## src/rtl/musb_pc_sequencer_pkg.sv

```systemverilog
// musb_pc_sequencer_pkg
//   Shared definitions for the MUSB fetch-side PC sequencer:
//   - PC_RESET_DEFAULT : first fetch address after reset
//   - PC_ALIGN_MASK    : clears the byte-offset bits of a fetch address
//   - pcseq_state_e    : sequencer FSM states (RESET, REQ, HOLD)
//   - pc_word_align()  : forces an address onto a word boundary
package musb_pc_sequencer_pkg;

  localparam logic [31:0] PC_RESET_DEFAULT = 32'h0000_0000;
  localparam logic [31:0] PC_ALIGN_MASK    = 32'hFFFF_FFFC;

  typedef enum logic [1:0] {
    PCSEQ_RESET = 2'd0,
    PCSEQ_REQ   = 2'd1,
    PCSEQ_HOLD  = 2'd2
  } pcseq_state_e;

  function automatic logic [31:0] pc_word_align(input logic [31:0] addr);
    return addr & PC_ALIGN_MASK;
  endfunction

endpackage

```

## src/rtl/musb_pc_sequencer.sv

```systemverilog
// musb_pc_sequencer
//   Fetch-side program-counter sequencer. Picks the next fetch address from
//   exception redirects, a pending-redirect register, resolved ID-stage
//   branches, or PC+4, and drives the instruction-memory request handshake.
//   Redirects that arrive while no fetch completes are parked in a pending
//   register so none is lost.
//
//   Optional feature macro: MUSB_PC_ALIGN_CHECK_EN
//     defined   : misaligned redirect targets are reported on if_exc_addr_err
//                 and the sequencer waits in HOLD for exc_redirect.
//     undefined : redirect targets are forced to word alignment and
//                 if_exc_addr_err is tied to 0.
//
//   Ports
//     clk, rst            : core clock, synchronous active-high reset
//     if_stall            : IF cannot accept a new instruction
//     id_branch_valid     : take_branch / pc_branch_address are valid
//     take_branch         : branch/jump taken
//     pc_branch_address   : branch/jump target
//     exc_redirect        : exception/ERET redirect pulse
//     exc_address         : exception vector or EPC
//     imem_ready          : instruction memory completes current request
//     imem_req, imem_addr : fetch request and word-aligned address
//     if_pc, if_pc_add4   : PC (and PC+4) of the instruction just completed
//     if_valid            : one-cycle fetch-completed strobe
//     if_exc_addr_err     : misaligned-target strobe (feature macro only)
module musb_pc_sequencer
  import musb_pc_sequencer_pkg::*;
#(
  parameter logic [31:0] PC_RESET = PC_RESET_DEFAULT
) (
  input  logic        clk,
  input  logic        rst,
  input  logic        if_stall,
  input  logic        id_branch_valid,
  input  logic        take_branch,
  input  logic [31:0] pc_branch_address,
  input  logic        exc_redirect,
  input  logic [31:0] exc_address,
  input  logic        imem_ready,
  output logic        imem_req,
  output logic [31:0] imem_addr,
  output logic [31:0] if_pc,
  output logic [31:0] if_pc_add4,
  output logic        if_valid,
  output logic        if_exc_addr_err
);

  pcseq_state_e state_q;
  logic [31:0]  pc_q;
  logic         pend_q;
  logic         pend_exc_q;
  logic [31:0]  pend_addr_q;
  logic         imem_req_q;
  logic [31:0]  if_pc_q;
  logic         if_valid_q;

  logic         branch;
  logic         complete;
  logic         capture_ok;
  logic         redirect;
  logic [31:0]  seq_pc;
  logic [31:0]  target;
  logic [31:0]  next_pc;

`ifdef MUSB_PC_ALIGN_CHECK_EN
  logic         err_wait_q;
  logic         err_show_q;
  logic         addr_err_q;
  logic         target_bad;
`endif

  assign branch   = id_branch_valid & take_branch;
  assign complete = (state_q == PCSEQ_REQ) & imem_ready;
  assign seq_pc   = pc_q + 32'd4;

  // Next-PC priority: exception > pending redirect > branch > sequential.
  always_comb begin
    redirect = 1'b1;
    target   = seq_pc;
    if (exc_redirect) begin
      target = exc_address;
    end else if (pend_q) begin
      target = pend_addr_q;
    end else if (branch) begin
      target = pc_branch_address;
    end else begin
      redirect = 1'b0;
    end
  end

`ifdef MUSB_PC_ALIGN_CHECK_EN
  assign next_pc    = target;
  assign target_bad = redirect & (target[1:0] != 2'b00);
  // While parked on a bad target only exc_redirect matters; it is taken
  // directly by the FSM, so it must not also land in the pending register.
  assign capture_ok = ~complete & ~err_wait_q;
`else
  assign next_pc    = redirect ? pc_word_align(target) : seq_pc;
  assign capture_ok = ~complete;
`endif

  always_ff @(posedge clk) begin
    if (rst) begin
      state_q     <= PCSEQ_RESET;
      pc_q        <= PC_RESET;
      pend_q      <= 1'b0;
      pend_exc_q  <= 1'b0;
      pend_addr_q <= '0;
      imem_req_q  <= 1'b0;
      if_pc_q     <= PC_RESET;
      if_valid_q  <= 1'b0;
`ifdef MUSB_PC_ALIGN_CHECK_EN
      err_wait_q  <= 1'b0;
      err_show_q  <= 1'b0;
      addr_err_q  <= 1'b0;
`endif
    end else begin
      if_valid_q <= 1'b0;
`ifdef MUSB_PC_ALIGN_CHECK_EN
      addr_err_q <= 1'b0;
`endif

      case (state_q)
        PCSEQ_RESET: begin
          state_q    <= PCSEQ_REQ;
          imem_req_q <= 1'b1;
        end

        PCSEQ_REQ: begin
          // pc_q only moves on completion, keeping imem_addr stable
          // for the whole outstanding request.
          if (imem_ready) begin
            if_valid_q <= 1'b1;
            if_pc_q    <= pc_q;
            pc_q       <= next_pc;
`ifdef MUSB_PC_ALIGN_CHECK_EN
            if (target_bad) begin
              state_q    <= PCSEQ_HOLD;
              imem_req_q <= 1'b0;
              err_wait_q <= 1'b1;
              err_show_q <= 1'b1;
            end else
`endif
            if (if_stall) begin
              state_q    <= PCSEQ_HOLD;
              imem_req_q <= 1'b0;
            end
          end
        end

        PCSEQ_HOLD: begin
`ifdef MUSB_PC_ALIGN_CHECK_EN
          // The error strobe is delayed one cycle so it never collides with
          // the if_valid of the delay-slot instruction completing alongside.
          if (err_wait_q) begin
            if (err_show_q) begin
              addr_err_q <= 1'b1;
              if_pc_q    <= pc_q;
              err_show_q <= 1'b0;
            end
            if (exc_redirect) begin
              pc_q <= exc_address;
              if (exc_address[1:0] != 2'b00) begin
                err_show_q <= 1'b1;
              end else begin
                err_wait_q <= 1'b0;
                state_q    <= PCSEQ_REQ;
                imem_req_q <= 1'b1;
              end
            end
          end else
`endif
          if (!if_stall) begin
            state_q    <= PCSEQ_REQ;
            imem_req_q <= 1'b1;
          end
        end

        default: begin
          state_q    <= PCSEQ_RESET;
          imem_req_q <= 1'b0;
        end
      endcase

      // Pending redirect: consumed by any completion, otherwise captures
      // new redirects. A pending exception is never displaced by a branch.
      if (complete) begin
        pend_q     <= 1'b0;
        pend_exc_q <= 1'b0;
      end else if (capture_ok) begin
        if (exc_redirect) begin
          pend_q      <= 1'b1;
          pend_exc_q  <= 1'b1;
          pend_addr_q <= exc_address;
        end else if (branch && !(pend_q && pend_exc_q)) begin
          pend_q      <= 1'b1;
          pend_exc_q  <= 1'b0;
          pend_addr_q <= pc_branch_address;
        end
      end
    end
  end

  assign imem_req   = imem_req_q;
  assign imem_addr  = pc_q;
  assign if_pc      = if_pc_q;
  assign if_pc_add4 = if_pc_q + 32'd4;
  assign if_valid   = if_valid_q;

`ifdef MUSB_PC_ALIGN_CHECK_EN
  assign if_exc_addr_err = addr_err_q;
`else
  assign if_exc_addr_err = 1'b0;
`endif

endmodule
```

## config.mk

```make
export PLATFORM = sky130hd
export DESIGN_NAME = musb_pc_sequencer
export DESIGN_NICKNAME = d
export VERILOG_FILES = /design/src/rtl/musb_pc_sequencer_pkg.sv /design/src/rtl/musb_pc_sequencer.sv
export SDC_FILE = /design/constraint.sdc
export NUM_CORES = 1
export LEC_CHECK = 0
export ABC_AREA = 1
export CORE_MARGIN = 8
export CORE_UTILIZATION = 45
export DETAILED_ROUTE_END_ITERATION = 10
export GPL_ROUTABILITY_DRIVEN = 1
export GPL_TIMING_DRIVEN = 0
export PLACE_DENSITY = 0.76
export SKIP_CTS_REPAIR_TIMING = 1
export SLEW_MARGIN = 20
export SYNTH_ARGS = -nofsm -noshare
export SYNTH_HDL_FRONTEND = slang
export SYNTH_SLANG_ARGS = --single-unit
```

## constraint.sdc

```tcl
create_clock -name clk -period 3.4 [get_ports clk]
set_input_delay 0.68 -clock clk [delete_from_list [all_inputs] [get_ports clk]]
set_output_delay 0.68 -clock clk [all_outputs]
set_load 0.03 [all_outputs]
```

### Word level (Yosys, flattened, before mapping)

Index checks and enable logic that the tools add are counted.

* eq/ne operators: 5
* add/sub/neg operators: 2
* bitwise logic cells: 4
* mux-type cells: 22
* reductions and logical operators: 10

Operator list (number)
* two-way mux 32 bit: 6
* adder 32 x 3 -> 32 bit (second input constant): 2
* two-way mux 1 bit: 11
* two-way mux 2 bit: 3
* inequality test 2 bit (second input constant): 3
* one-hot mux 2 bit (3 select lines): 1
* AND reduction 2 bit: 2
* OR reduction 2 bit: 2
* one-hot mux 1 bit (3 select lines): 1
* AND reduction 3 bit: 1
* bitwise AND 1 bit: 2
* == test 2 x 1 -> 1 bit (second input constant): 1
* == test 2 bit (second input constant): 1
* logical AND 1 bit: 2
* logical NOT 2 bit: 1
* NOT 1 bit: 2
* nonzero test 2 bit: 1
* logical NOT 1 bit: 1

* output and inout port bits: 99
* input port bits: 71
* flip-flop bits (word level): 102
* logic and storage cells: 51

### Logic depth before layout (Yosys ltp)

* depth after elaboration: 5
* mapped depth: 14
* gate-level depth less buffers: 14

### Worst setup path after synthesis

OpenSTA, ideal clock, no wires.

* kind: register to output
* start: reg if_pc_q[3] (netlist: if_pc[3])
* end: out if_pc_add4[28]
* arrival: 2.156 ns
* required time: 2.720 ns
* setup slack: 0.564 ns
* stages on the path, launching flop included: 11
* cells stage by stage: dfxtp_1 ha_1 nand2_1 nor3_4 nand2_2 nor2_4 nand2_4 nor2_8 nand3_2 nor2_2 xor2_1

* word-level cells in the longest chain between the ends: 1

Ends and longest elaborated chain
* from (decl): line musb_pc_sequencer.sv:55 `logic [31:0] if_pc_q;`
* from (signal assigned): line musb_pc_sequencer.sv:135 `if_pc_q <= pc_q;`
* adder 32 x 3 -> 32 bit: line musb_pc_sequencer.sv:208 `assign if_pc_add4 = if_pc_q + 32'd4;`
* to (decl): line musb_pc_sequencer.sv:44 `output logic [31:0] if_pc_add4,`

No other way between the ends.

### Worst setup path in the final report

* start: reg if_pc_q[3] (netlist: if_pc[3])
* end: out if_pc_add4[18]

Same word-level chain as after synthesis.

==> flow_summary.ini <==
[status]
status = complete, no violations

[worst_hold_path]
hold_path.class = flip-flop to flip-flop
hold_path_depth = 2
min_to = state_q[1]
min_from = state_q[1]

[yosys]
synth_ff_type = dfxtp_1
yosys_warnings = 0
yosysUniqueCellTypes = 33
synth_top_area_share_pct = 31.39
ys_seq_area_share_pct = 31.39
yosysTopAreaCell = dfxtp_1
async_reset_ff_share_pct = 0
synth.most_common_cell = nand2_1
ys_ff_latch = 95
synth_enable_flop_cells = 0
syn-mean-instance-area_um2 = 6.016
yosys-top-cells-count = nand2_1, dfxtp_1, nor2_1, inv_1, o21ai_0
netlist_top_cells_area = dfxtp_1, nand2_1, nor2_1
synthCells = 1007
synth_area_um2 = 6058

[clock_tree]
htree_num_levels = 3
cts_buffer_depth = 2
clk_pin_slew_ns = 0.07
numClockSinks = 95
cts_tree = built
cts_buffers = 9
clockRootBuffer = clkbuf_16
insertion_delay_ns = 0.36

[power]
switching_share_pct = 29.95
switchingPower_uw = 925.5
combPwrFrac_pct = 21.0
p_int_uw = 2164
power_frac_seq_pct = 39.9
total_leakage_power_uw = 0.003617
clkPwrFrac_pct = 39.1
power_density_nw_per_um2 = 373.9
vdd_ir_drop_max_v = 0.0003291

[floorplanning]
core_um2 = 13190
start_util_pct = 45.93
die_area_um2 = 17430
die_w_um = 132.0
num_io_pins = 170
rows = 42
die_h_um = 132.0

[place]
portBuffers = 157
hpwl_um = 17500
place_inst = 1346
routabilityCongestion = 0.9725

[flow_run]
cap_viol_max_count = 0

[sta]
timing.final.crit_period_ns = 3.263
worst_pin_slew_ns = 0.6677
min_period_over_period_pct = 95.96
skew_ns = 0.01209
final_max_slew_viol_count = 0
max_freq_mhz = 306.5
finalSetupViolations = 0
slew_headroom_pct = 55.49
rsz0062_at_grt = false
hold_violations = 0

[routing]
drcViolationCount = 0
wl_per_cell_um = 16.50
dr.pass1.iters = 5
num_vias = 7239
via_per_inst = 5.315
drt_wl_total_um = 22480
drtIter0Drc = 767
route.met3.wl_um = 2139
topRoutingLayerUsed = met4
wl_met1_um = 9837
final_antenna_net_count = 0
wl_met2_um = 9926

[critical_path]
worstSetupPathType = flip-flop to primary output
r2r_cells = 13
reg2reg_from = imem_addr[2]
crit_fanout = 4
cp_data_required_time_ns = 2.72
cp-end-kind = primary output
cp-start-kind = flip-flop
r2r_end = imem_addr[29]
critical_path_arrival_ns = 2.58
r2r_slack_ns = 1.22

[grt]
grt_pass1_wl_um = 35700
grt_pass1_vias = 6821
grt_usage_pct = 25.08
antenna_found_initial = 0
grt_max_degree = 17
gr-total-overflow = 0

[finish]
utilization_pct = 62.65
diodes = 0
syn_to_final_growth_pct = 36.41
drive_gt1_share_pct = 4.216
final_nets = 1254
fin_cells = 1362
==> critical path: stages (launching register included) <==
cell	delay (ns)
dfxtp_1	0.39
ha_1	0.20
nand2_1	0.16
nor3_4	0.21
nand2_2	0.11
nor2_4	0.13
nand2_4	0.08
nor2_8	0.11
xor2_1	0.14
clkdlybuf4s50_1	0.68
==> power by group through the flow <==
stage | sequential [uW] | combinational [uW] | clock [uW]
3_3_place_gp | 1260 | 630 | 0
2_1_floorplan | 1290 | 319 | 0
5_1_grt | 1240 | 705 | 1260
3_5_place_dp | 1260 | 634 | 0
6_report | 1230 | 649 | 1210
4_1_cts | 1230 | 638 | 1210
==> registers in the layout, summed over array words and instances, names as in the netlist <==
register,cells
pend_q,1
pend_exc_q,1
if_pc,30
if_valid,1
imem_req,1
imem_addr,30
state_q,1
pend_addr_q,30
==> placed cells by master, fill, tap and decap left out, drive strengths merged, types with 9 or more instances in the layout <==
cell and count:
dfxtp 95, clkbuf 45, a31oi 31, o21ai 69, xor2 33, nand3 64
o22ai 18, clkdlybuf4s50 148, inv 83, nand2 395, buf 18, a21oi 27
dlymetal6s2s 9, nor2 106
==> final cells by class <==
class,instances,area [um2]
flip-flops and latches,95,1902
repair buffers,157,1594
fillers,1283,4926
multi-input cells,780,3646
plain buffers,53,229.0
well taps,176,220.2
inverters,85,319.1
clock inverters,6,115.1
clock buffers,10,239.0
==> layer usage <==
layer  up-vias  global-route usage, %
met5         -                      0
met4         0                  8.807
met3        43                  4.992
met2       387                  39.33
met1      3242                  33.44
li1       3567                      -
==> metrics by stage <==
step	total power, uW	instance area, um2	setup WS, ns	setup TNS (ns)	hold WS, ns
after CTS	3075	8227	-0.05218	-0.1426	0.4906
after floorplan	1611	6081	0.5644	0	0.4509
after global placement	1886	7873	0.3361	0	0.4683
after global routing	3200	8264	0.01137	0	0.5282
after detailed placement	1890	7873	0.3274	0	0.4811
final	3090	8264	0.1372	0	0.4878
==> cell families after synthesis <==
logic type	count (synthesis)	share of synthesized area, %
other cells	1	0.06190
xor+xnor	36	5.205
buf+inv	138	9.046
fa+ha+maj	2	0.4130
compound gates	152	13.88
simple gates	583	40.00
flops	95	31.39
==> how the worst max path moves through the flow <==
stage              from        endpoint  cells after the start
2_1_floorplan  if_pc[3]  if_pc_add4[28]                     10
3_3_place_gp   if_pc[2]  if_pc_add4[26]                      6
3_5_place_dp   if_pc[3]  if_pc_add4[26]                      6
4_1_cts        if_pc[3]  if_pc_add4[26]                      6
5_1_grt        if_pc[3]  if_pc_add4[18]                      9
6_report       if_pc[3]  if_pc_add4[18]                      9
No activity file was read; power rests on OpenSTA's default activity.
